$ cat config.mk
export PLATFORM = sky130hd
export DESIGN_NAME = fsub_seq
export DESIGN_NICKNAME = d
export VERILOG_FILES = /design/src/rtl/fsub_seq.sv
export SDC_FILE = /design/constraint.sdc
export NUM_CORES = 1
export LEC_CHECK = 0
export BUFFER_PORTS_ARGS = -buffer_cell sky130_fd_sc_hd__clkbuf_2
export CAP_MARGIN = 25
export CORE_UTILIZATION = 35
export DETAILED_ROUTE_END_ITERATION = 10
export MAX_ROUTING_LAYER = met4
export PLACE_DENSITY = 0.5
export SLEW_MARGIN = 30
export SYNTH_ARGS = -nofsm -noshare
export SYNTH_HDL_FRONTEND = slang
export SYNTH_SLANG_ARGS = --single-unit
$ cat constraint.sdc
create_clock -name clk -period 11.7 [get_ports clk]
set_input_delay 0.585 -clock clk [delete_from_list [all_inputs] [get_ports clk]]
set_output_delay 0.585 -clock clk [all_outputs]
set_load 0.02 [all_outputs]
$ cat src/rtl/fsub_seq.sv
// fsub_seq: multi-cycle floating-point subtractor, Result = A - B.
// Handles binary32, or binary16 when both operands have zero upper halves.
// Denormal operands are flushed to zero and there is no rounding.
// Normalization after cancellation shifts one bit per cycle.
//
// Ports:
//   clk, rst_n          clock, asynchronous active-low reset
//   in_valid / in_ready operand handshake (in_ready high only in idle)
//   A, B                minuend, subtrahend
//   out_valid/out_ready result handshake (out_valid high only in done)
//   Result              difference; binary16 results are zero-extended
//   busy                high whenever an operation is in flight
module fsub_seq (
  input  logic        clk,
  input  logic        rst_n,
  input  logic        in_valid,
  output logic        in_ready,
  input  logic [31:0] A,
  input  logic [31:0] B,
  output logic        out_valid,
  input  logic        out_ready,
  output logic [31:0] Result,
  output logic        busy
);

  typedef enum logic [2:0] {StIdle, StAlign, StSub, StNorm, StDone} state_e;

  state_e      state_q, state_d;
  logic        mode16_q, mode16_d;
  logic [31:0] a_q, a_d, b_q, b_d;
  logic        sign_q, sign_d;
  logic        sub_q, sub_d;
  logic [8:0]  exp_q, exp_d;     // one spare bit so the carry increment cannot wrap
  logic [23:0] ml_q, ml_d;
  logic [23:0] ms_q, ms_d;
  logic [24:0] m_q, m_d;         // mantissa plus carry bit
  logic [31:0] result_q, result_d;

  // Operand field decode for the latched mode.
  logic        sa, sb_eff, a_ge_b, carry_bit, hid_bit;
  logic [7:0]  ea, eb, diff;
  logic [22:0] fa, fb;
  logic [23:0] ma, mb, hidden, ms_raw, ms_shift;
  logic [4:0]  mw;
  logic [8:0]  exp_max, exp_inc;
  logic [24:0] m_half;

  assign sa     = mode16_q ? a_q[15] : a_q[31];
  assign sb_eff = ~(mode16_q ? b_q[15] : b_q[31]);  // subtract = add with B negated
  assign ea     = mode16_q ? {3'b0, a_q[14:10]} : a_q[30:23];
  assign eb     = mode16_q ? {3'b0, b_q[14:10]} : b_q[30:23];
  assign fa     = mode16_q ? {13'b0, a_q[9:0]} : a_q[22:0];
  assign fb     = mode16_q ? {13'b0, b_q[9:0]} : b_q[22:0];
  assign hidden = mode16_q ? 24'h00_0400 : 24'h80_0000;
  assign ma     = (ea == 8'd0) ? 24'd0 : ({1'b0, fa} | hidden);
  assign mb     = (eb == 8'd0) ? 24'd0 : ({1'b0, fb} | hidden);
  assign mw     = mode16_q ? 5'd11 : 5'd24;

  // Magnitude order: exponent first, mantissa breaks ties; A wins on equality.
  assign a_ge_b   = {ea, ma} >= {eb, mb};
  assign diff     = a_ge_b ? (ea - eb) : (eb - ea);
  assign ms_raw   = a_ge_b ? mb : ma;
  assign ms_shift = (diff >= {3'b0, mw}) ? 24'd0 : (ms_raw >> diff);

  assign carry_bit = mode16_q ? m_q[11] : m_q[24];
  assign hid_bit   = mode16_q ? m_q[10] : m_q[23];
  assign exp_max   = mode16_q ? 9'd31 : 9'd255;
  assign exp_inc   = exp_q + 9'd1;
  assign m_half    = m_q >> 1;

  // Packs sign/exponent/fraction; an all-ones or larger exponent saturates to infinity.
  function automatic logic [31:0] pack(input logic m16, input logic s, input logic [8:0] e,
                                       input logic [8:0] emax, input logic [22:0] frac);
    if (e >= emax) begin
      pack = m16 ? {16'b0, s, 5'h1f, 10'b0} : {s, 8'hff, 23'b0};
    end else begin
      pack = m16 ? {16'b0, s, e[4:0], frac[9:0]} : {s, e[7:0], frac};
    end
  endfunction

  always_comb begin
    state_d  = state_q;
    mode16_d = mode16_q;
    a_d      = a_q;
    b_d      = b_q;
    sign_d   = sign_q;
    sub_d    = sub_q;
    exp_d    = exp_q;
    ml_d     = ml_q;
    ms_d     = ms_q;
    m_d      = m_q;
    result_d = result_q;
    unique case (state_q)
      StIdle: begin
        if (in_valid) begin
          a_d      = A;
          b_d      = B;
          mode16_d = (A[31:16] == 16'd0) && (B[31:16] == 16'd0);
          state_d  = StAlign;
        end
      end
      StAlign: begin
        sign_d  = a_ge_b ? sa : sb_eff;
        sub_d   = sa ^ sb_eff;
        exp_d   = {1'b0, a_ge_b ? ea : eb};
        ml_d    = a_ge_b ? ma : mb;
        ms_d    = ms_shift;
        state_d = StSub;
      end
      StSub: begin
        m_d     = sub_q ? ({1'b0, ml_q} - {1'b0, ms_q}) : ({1'b0, ml_q} + {1'b0, ms_q});
        state_d = StNorm;
      end
      StNorm: begin
        if (m_q == 25'd0) begin
          result_d = 32'd0;
          state_d  = StDone;
        end else if (carry_bit) begin
          m_d      = m_half;
          exp_d    = exp_inc;
          result_d = pack(mode16_q, sign_q, exp_inc, exp_max, m_half[22:0]);
          state_d  = StDone;
        end else if (hid_bit) begin
          result_d = pack(mode16_q, sign_q, exp_q, exp_max, m_q[22:0]);
          state_d  = StDone;
        end else if (exp_q <= 9'd1) begin
          // Another shift would underflow the exponent: flush to +0.
          result_d = 32'd0;
          state_d  = StDone;
        end else begin
          m_d   = m_q << 1;
          exp_d = exp_q - 9'd1;
        end
      end
      StDone: begin
        if (out_ready) state_d = StIdle;
      end
      default: state_d = StIdle;
    endcase
  end

  always_ff @(posedge clk or negedge rst_n) begin
    if (!rst_n) begin
      state_q  <= StIdle;
      mode16_q <= 1'b0;
      a_q      <= 32'd0;
      b_q      <= 32'd0;
      sign_q   <= 1'b0;
      sub_q    <= 1'b0;
      exp_q    <= 9'd0;
      ml_q     <= 24'd0;
      ms_q     <= 24'd0;
      m_q      <= 25'd0;
      result_q <= 32'd0;
    end else begin
      state_q  <= state_d;
      mode16_q <= mode16_d;
      a_q      <= a_d;
      b_q      <= b_d;
      sign_q   <= sign_d;
      sub_q    <= sub_d;
      exp_q    <= exp_d;
      ml_q     <= ml_d;
      ms_q     <= ms_d;
      m_q      <= m_d;
      result_q <= result_d;
    end
  end

  assign in_ready  = (state_q == StIdle);
  assign out_valid = (state_q == StDone);
  assign busy      = (state_q != StIdle);
  assign Result    = result_q;

endmodule
# After elaboration in Yosys (flattened, before gate mapping)
# Index checks and enable logic that the tools add are counted.
# W data, S select, Z words.
dict set report classes {
  n_addsub 6
  mul 0
  n_div 0
  order_cmp 5
  eq_ne 10
  shift 1
  n_mux 46
  bitwise_logic 4
  reduce_logical 16
}
# cell count
set op_table {}
lappend op_table {{$mux W32} 9}
lappend op_table {{$mux W24} 6}
lappend op_table {{$mux W25} 5}
lappend op_table {{$pmux W25 S2} 1}
lappend op_table {{$or A23 B24 Y24} 2}
lappend op_table {{$mux W23} 2}
lappend op_table {{$mux W8} 5}
lappend op_table {{$mux W9} 4}
lappend op_table {{$ge A32 B32 Y1} 1}
lappend op_table {{$logic_not A16 Y1} 2}
lappend op_table {{$add A24 B24 Y25} 1}
lappend op_table {{$logic_not A25 Y1} 1}
lappend op_table {{$sub A24 B24 Y25} 1}
lappend op_table {{$shr A24 B8 Y24} 1}
lappend op_table {{$ge A9 B8 Y1} 2}
lappend op_table {{$mux W3} 6}
lappend op_table {{$pmux W9 S2} 1}
lappend op_table {{$logic_not A8 Y1} 2}
lappend op_table {{$sub A8 B8 Y8} 2}
lappend op_table {{$pmux W3 S5} 1}
lappend op_table {{$add A9 B1 Y9 const B} 1}
lappend op_table {{$le A9 B1 Y1 const B} 1}
lappend op_table {{$sub A9 B1 Y9 const B} 1}
lappend op_table {{$ge A8 B5 Y1} 1}
lappend op_table {{other kinds (19)} 29}
dict set report totals {
  ff_bits 184
  latch_bits 0
  mem_bits_rw 0
  mem_bits_ro 0
  output_inout_bits 35
  word_cells 99
  memories 0
}

# Longest topological paths before layout
dict set report logic_depth {
  word_depth 7
  ltp_mapped 23
  depth_no_buf 20
}

# Least setup slack after synthesis
# OpenSTA, ideal clock, no wires.
dict set report synth_timing {
  path_kind {reg2reg}
  from {reg mode16_q}
  to {reg ms_q[0]}
  arrival_ps 5569
  path_slack_ps 6041
  stages_incl_launch_ff 23
  path_buffers 3
  period_less_slack_ps 5659
  cell_sequence {dfrtp_1 -> buf_2 -> mux2i_1 -> nand3_1 -> or2_2 -> clkbuf_1 -> and2_1 -> ha_1 -> a21o_1 -> a221oi_1 -> nor2_1 -> o311a_1 -> o21ai_4 -> mux2i_1 -> o221ai_1 -> xnor2_2 -> inv_1 -> ha_1 -> or3_1 -> a221oi_4 -> nand2_4 -> buf_6 -> o221ai_1}
}
dict set report synth_via {
  elab_chain_len 7
}
# element line_no
set synth_rtl {}
lappend synth_rtl {{start, declared} 29} ;# logic mode16_q, mode16_d;
lappend synth_rtl {{start signal, assigned} 157} ;# mode16_q <= mode16_d;
lappend synth_rtl {{$mux W8 (tied with other cells)} 50} ;# assign ea = mode16_q ? {3'b0, a_q[14:10]} : a_q[30:23];
lappend synth_rtl {{$logic_not A8 Y1 (tied with other cells)} 55} ;# assign ma = (ea == 8'd0) ? 24'd0 : ({1'b0, fa} | hidden);
lappend synth_rtl {{$mux W24, on equally long branches} {55, 56}}
lappend synth_rtl {{$ge A32 B32 Y1} 60} ;# assign a_ge_b = {ea, ma} >= {eb, mb};
lappend synth_rtl {{$mux W24 or $mux W8 (tied branches)} {62, 61}}
lappend synth_rtl {{$shr A24 B8 Y24 or $ge A8 B5 Y1 (tied branches)} 63} ;# assign ms_shift = (diff >= {3'b0, mw}) ? 24'd0 : (ms_raw >> diff);
lappend synth_rtl {{$mux W24 (*)} 63}
lappend synth_rtl {{end signal, assigned} 164} ;# ms_q <= ms_d;
lappend synth_rtl {{end, declared} 35} ;# logic [23:0] ms_q, ms_d;
# Mark *: on every way between the ends. The rest lies on a longest branch, timed or not.
# A chain may end at the register's enable or synchronous reset.

# Final worst setup path
dict set report layout_timing {
  from {reg mode16_q}
  to {reg ms_q[20]}
}
# Same word-level chain as after synthesis.

==> summary.md <==
| Metric | Value |
|---|---|
| Syn Area/Cell | `8.55 um^2` |
| Max Clock Freq | `0.142 GHz` |
| Worst slew pin tran | `885 ps` |
| Status | `completed` |
| Die area | `0.0410 mm^2` |
| Crit end category | `flop` |
| Grt ovf | `0` |
| Max clock buf depth | `2` |
| Worst-path maximum fanout | `between 50 and 60` |
| Storage element area | `around 0.0046 mm^2` |
| Final Util | `~39%` |
| Area added between synthesis and finish | `11.2%` |
| Crit-path max cell delay | `610 ps` |
| CTS tree | `built` |
| H-tree depth | `4` |
| Routed len/inst | `19.3 um` |
| Asr flop ratio synth | `100%` |
| Antenna-violating nets left | `0` |
| Hold Vio Cnt, Final | `0` |
| Max cap viols | `0` |
| Mapped Area | `0.0141 mm^2` |
| Net Count, Synth | `roughly 1,800` |
| WP buf/inv | `2` |
| #FFs+latches synth | `~180` |
| Initial DRT Pass Iterations | `5` |
| Reg2Reg Depth | `20` |
| Final GP Congestion | `0.922` |
| Gate count after technology mapping | `1,647` |
| TritonCTS Buffers | `17` |
| Routed vias/inst | `5.50` |
| Worst path cell trace | `buf_4 -> mux2i_1 -> nand3_1 -> or2_2 -> and2_1 -> ha_1 -> a21o_1 -> a221oi_1 -> nor2_1 -> o311a_1 -> o21ai_4 -> mux2i_1 -> o221ai_1 -> xnor2_2 -> inv_1 -> ha_1 -> or3_1 -> a221oi_4 -> nand2_4 -> o31ai_1` |
| Diodes inserted | `0` |
| Pin count of the biggest net entering global routing | `80` |
| PortBufs | `102` |
| Distinct cells, synth | `84` |
| WP depth | `20` |
| Worst-Skew Late Latency | `470 ps` |
| Row count | `73` |
| Global-route wire length before repair | `69.6 mm` |
| Startpoint types | `flop` |
| Layout cells sized above 1 | `16.2%` |
| # hold bufs at CTS | `0` |
| CTS Sinks | `184` |
| Setup bufs post-CTS | `0` |
| Die Ht | `203 um` |
| # resized after CTS | `0` |
| Clock transition at the registers of the reported paths | `90 ps` |
| Fillers | `4,106` |
| Worst Path Required | `between 10,000 and 15,000 ps` |
| Slew Limit Fails | `0` |
| Fin crit period | `7050 ps` |
| DR iter-0 viols | `658` |
| Vias in the first global route | `12,200` |
| Sequential share of the synthesized area | `between 30% and 40%` |
| Cell family with most CP delay | `compound AO/OA/AOI/OAI gates` |
| CORE AREA | `0.0397 mm^2` |
| Slew headroom | `40.4%` |
| Die width | `roughly 200 um` |
| DRC | `0` |
| DRT Wirelength | `43.3 mm` |
| Root buf cell | `clkbuf_16` |
| Antenna violations before repair | `0` |
| Crit Path Class | `reg2reg` |
| Slowest CP cell | `o21ai_4` |
| Synth warn | `0` |
| Starting Density | `35.4%` |
| Setup TNS | `0 ps` |
| GR Util All Layers | `between 20 and 25%` |
| Worst Hold Class | `in2async` |
| Most used flip-flop cell after synthesis | `dfrtp_1` |
| RSZ-0062 raised after global routing | `false` |
| Layout Nets | `1,853` |
| WP data arrival | `7420 ps` |
| HPWL after DPL | `around 34 mm` |
| IO Count | `just over 100` |
| Share of the clock period used by the worst path | `approximately three fifths` |
| Final Setup Violations | `0` |
| Multi-input gate area | `0.00884 mm^2` |
| DR vias | `between 10,000 and 15,000` |
| Post-synth EDFFs | `0` |
| Clock Skew | `about 20 ps` |
## cell usage in the layout, fill, tap and decap left out, types with 11 or more instances in the layout
cell type    n
nand2_1    218
dfrtp_1    183
o21ai_0    133
nor2_1     118
a21oi_1    117
clkbuf_2   101
ha_1        83
inv_1       76
mux2_2      76
xnor2_1     44
mux2i_1     38
nand3_1     38
and2_1      33
nor3_1      28
nor4_1      23
a31oi_1     22
a21o_1      21
a22oi_1     21
buf_4       20
o211ai_1    18
clkbuf_16   17
nand4_1     16
mux4_2      16
o22ai_1     15
nand2b_1    14
a22o_1      14
nor2b_1     12
a211oi_1    12
o221ai_1    11
o31ai_1     11
a32o_1      11
## kinds of logic after synthesis
logic type	Yosys count	synth area share (%)
adder cells (fa/ha/maj)	86	7.80
AND/OR/NAND/NOR	543	17.9
XOR/XNOR	54	3.41
AO/OA/AOI/OAI	484	22.2
buffers and inverters	166	4.69
flip-flops	184	32.7
multiplexers	130	11.3
## synthesized netlist by cell type, types with 4 or more instances
library cell,count,area (um^2)
a211o_1,5,43.8
a211oi_1,12,90.1
a21o_1,21,158
a21oi_1,118,591
a221oi_1,5,43.8
a22o_1,14,123
a22oi_1,21,158
a31oi_1,22,138
a32o_1,11,110
a32oi_1,7,61.3
and2_1,34,213
and3_1,8,50.1
buf_1,4,15.0
buf_6,4,45.0
clkbuf_1,78,293
dfrtp_1,184,4600
ha_1,83,1040
inv_1,76,285
mux2_2,76,856
mux2i_1,38,380
mux4_2,16,360
nand2_1,218,818
nand2b_1,14,87.6
nand3_1,38,190
nand4_1,16,100
nor2_1,119,447
nor2b_1,12,75.1
nor3_1,28,140
nor4_1,23,144
o211ai_1,18,135
o21a_1,8,60.1
o21ai_0,133,666
o21ai_1,10,50.1
o21bai_1,6,45.0
o221ai_1,11,96.3
o22ai_1,15,93.8
o31ai_1,11,82.6
or2_2,8,50.1
or3_1,4,25.0
xnor2_1,44,385
xor2_1,9,78.8
## flip-flops by register name, summed over array words and instances (netlist names)
register / flops
sign_q: 1
sub_q: 1
m_q: 25
state_q: 3
Result: 32
b_q: 32
a_q: 32
ms_q: 24
exp_q: 9
ml_q: 24
mode16_q: 1
## per-layer routing
metal	up-vias	GRT usage (%)	routed length, um
met4	0	6.66	946
met3	51	2.84	1440
met2	279	34.3	19800
met5	-	-	0
met1	5863	30.3	21100
li1	6114	-	-
## final cells by class
cell class	count	area share, %
clock buffer	18	2.80
clock inverter	14	0.990
inverter	76	1.82
multi-input combinational	1297	56.5
sequential	184	29.4
tap	525	4.19
timing repair buffer	123	4.34
## per-stage QoR
step / setup slack, ps / cells / hold slack [ps] / instance area (um^2)
4_1_cts: 4650 / 2237 / 73.8 / 15700
3_3_place_gp: 4850 / 2205 / 463 / 15100
6_report: 4650 / 2237 / 73.4 / 15700
2_1_floorplan: 6040 / 1647 / 289 / 14100
3_5_place_dp: 4700 / 2205 / 471 / 15100
5_1_grt: 4160 / 2237 / 103 / 15700
## worst paths after layout
kind / startpoint / to / slack (ps)
max: mode16_q / ms_q[20] / 4650
min: rst_n / Result[31] / 70
max reg2reg: mode16_q / ms_q[20] / 4650
min reg2reg: Result[12] / Result[12] / 480
max in group asynchronous: rst_n / a_q[6] / 10440
min in group clk: out_ready / state_q[2] / 310
Power is left out: the tool's default activity adds up to more than one toggle a clock period on the data nets, which glitch-free logic cannot reach.
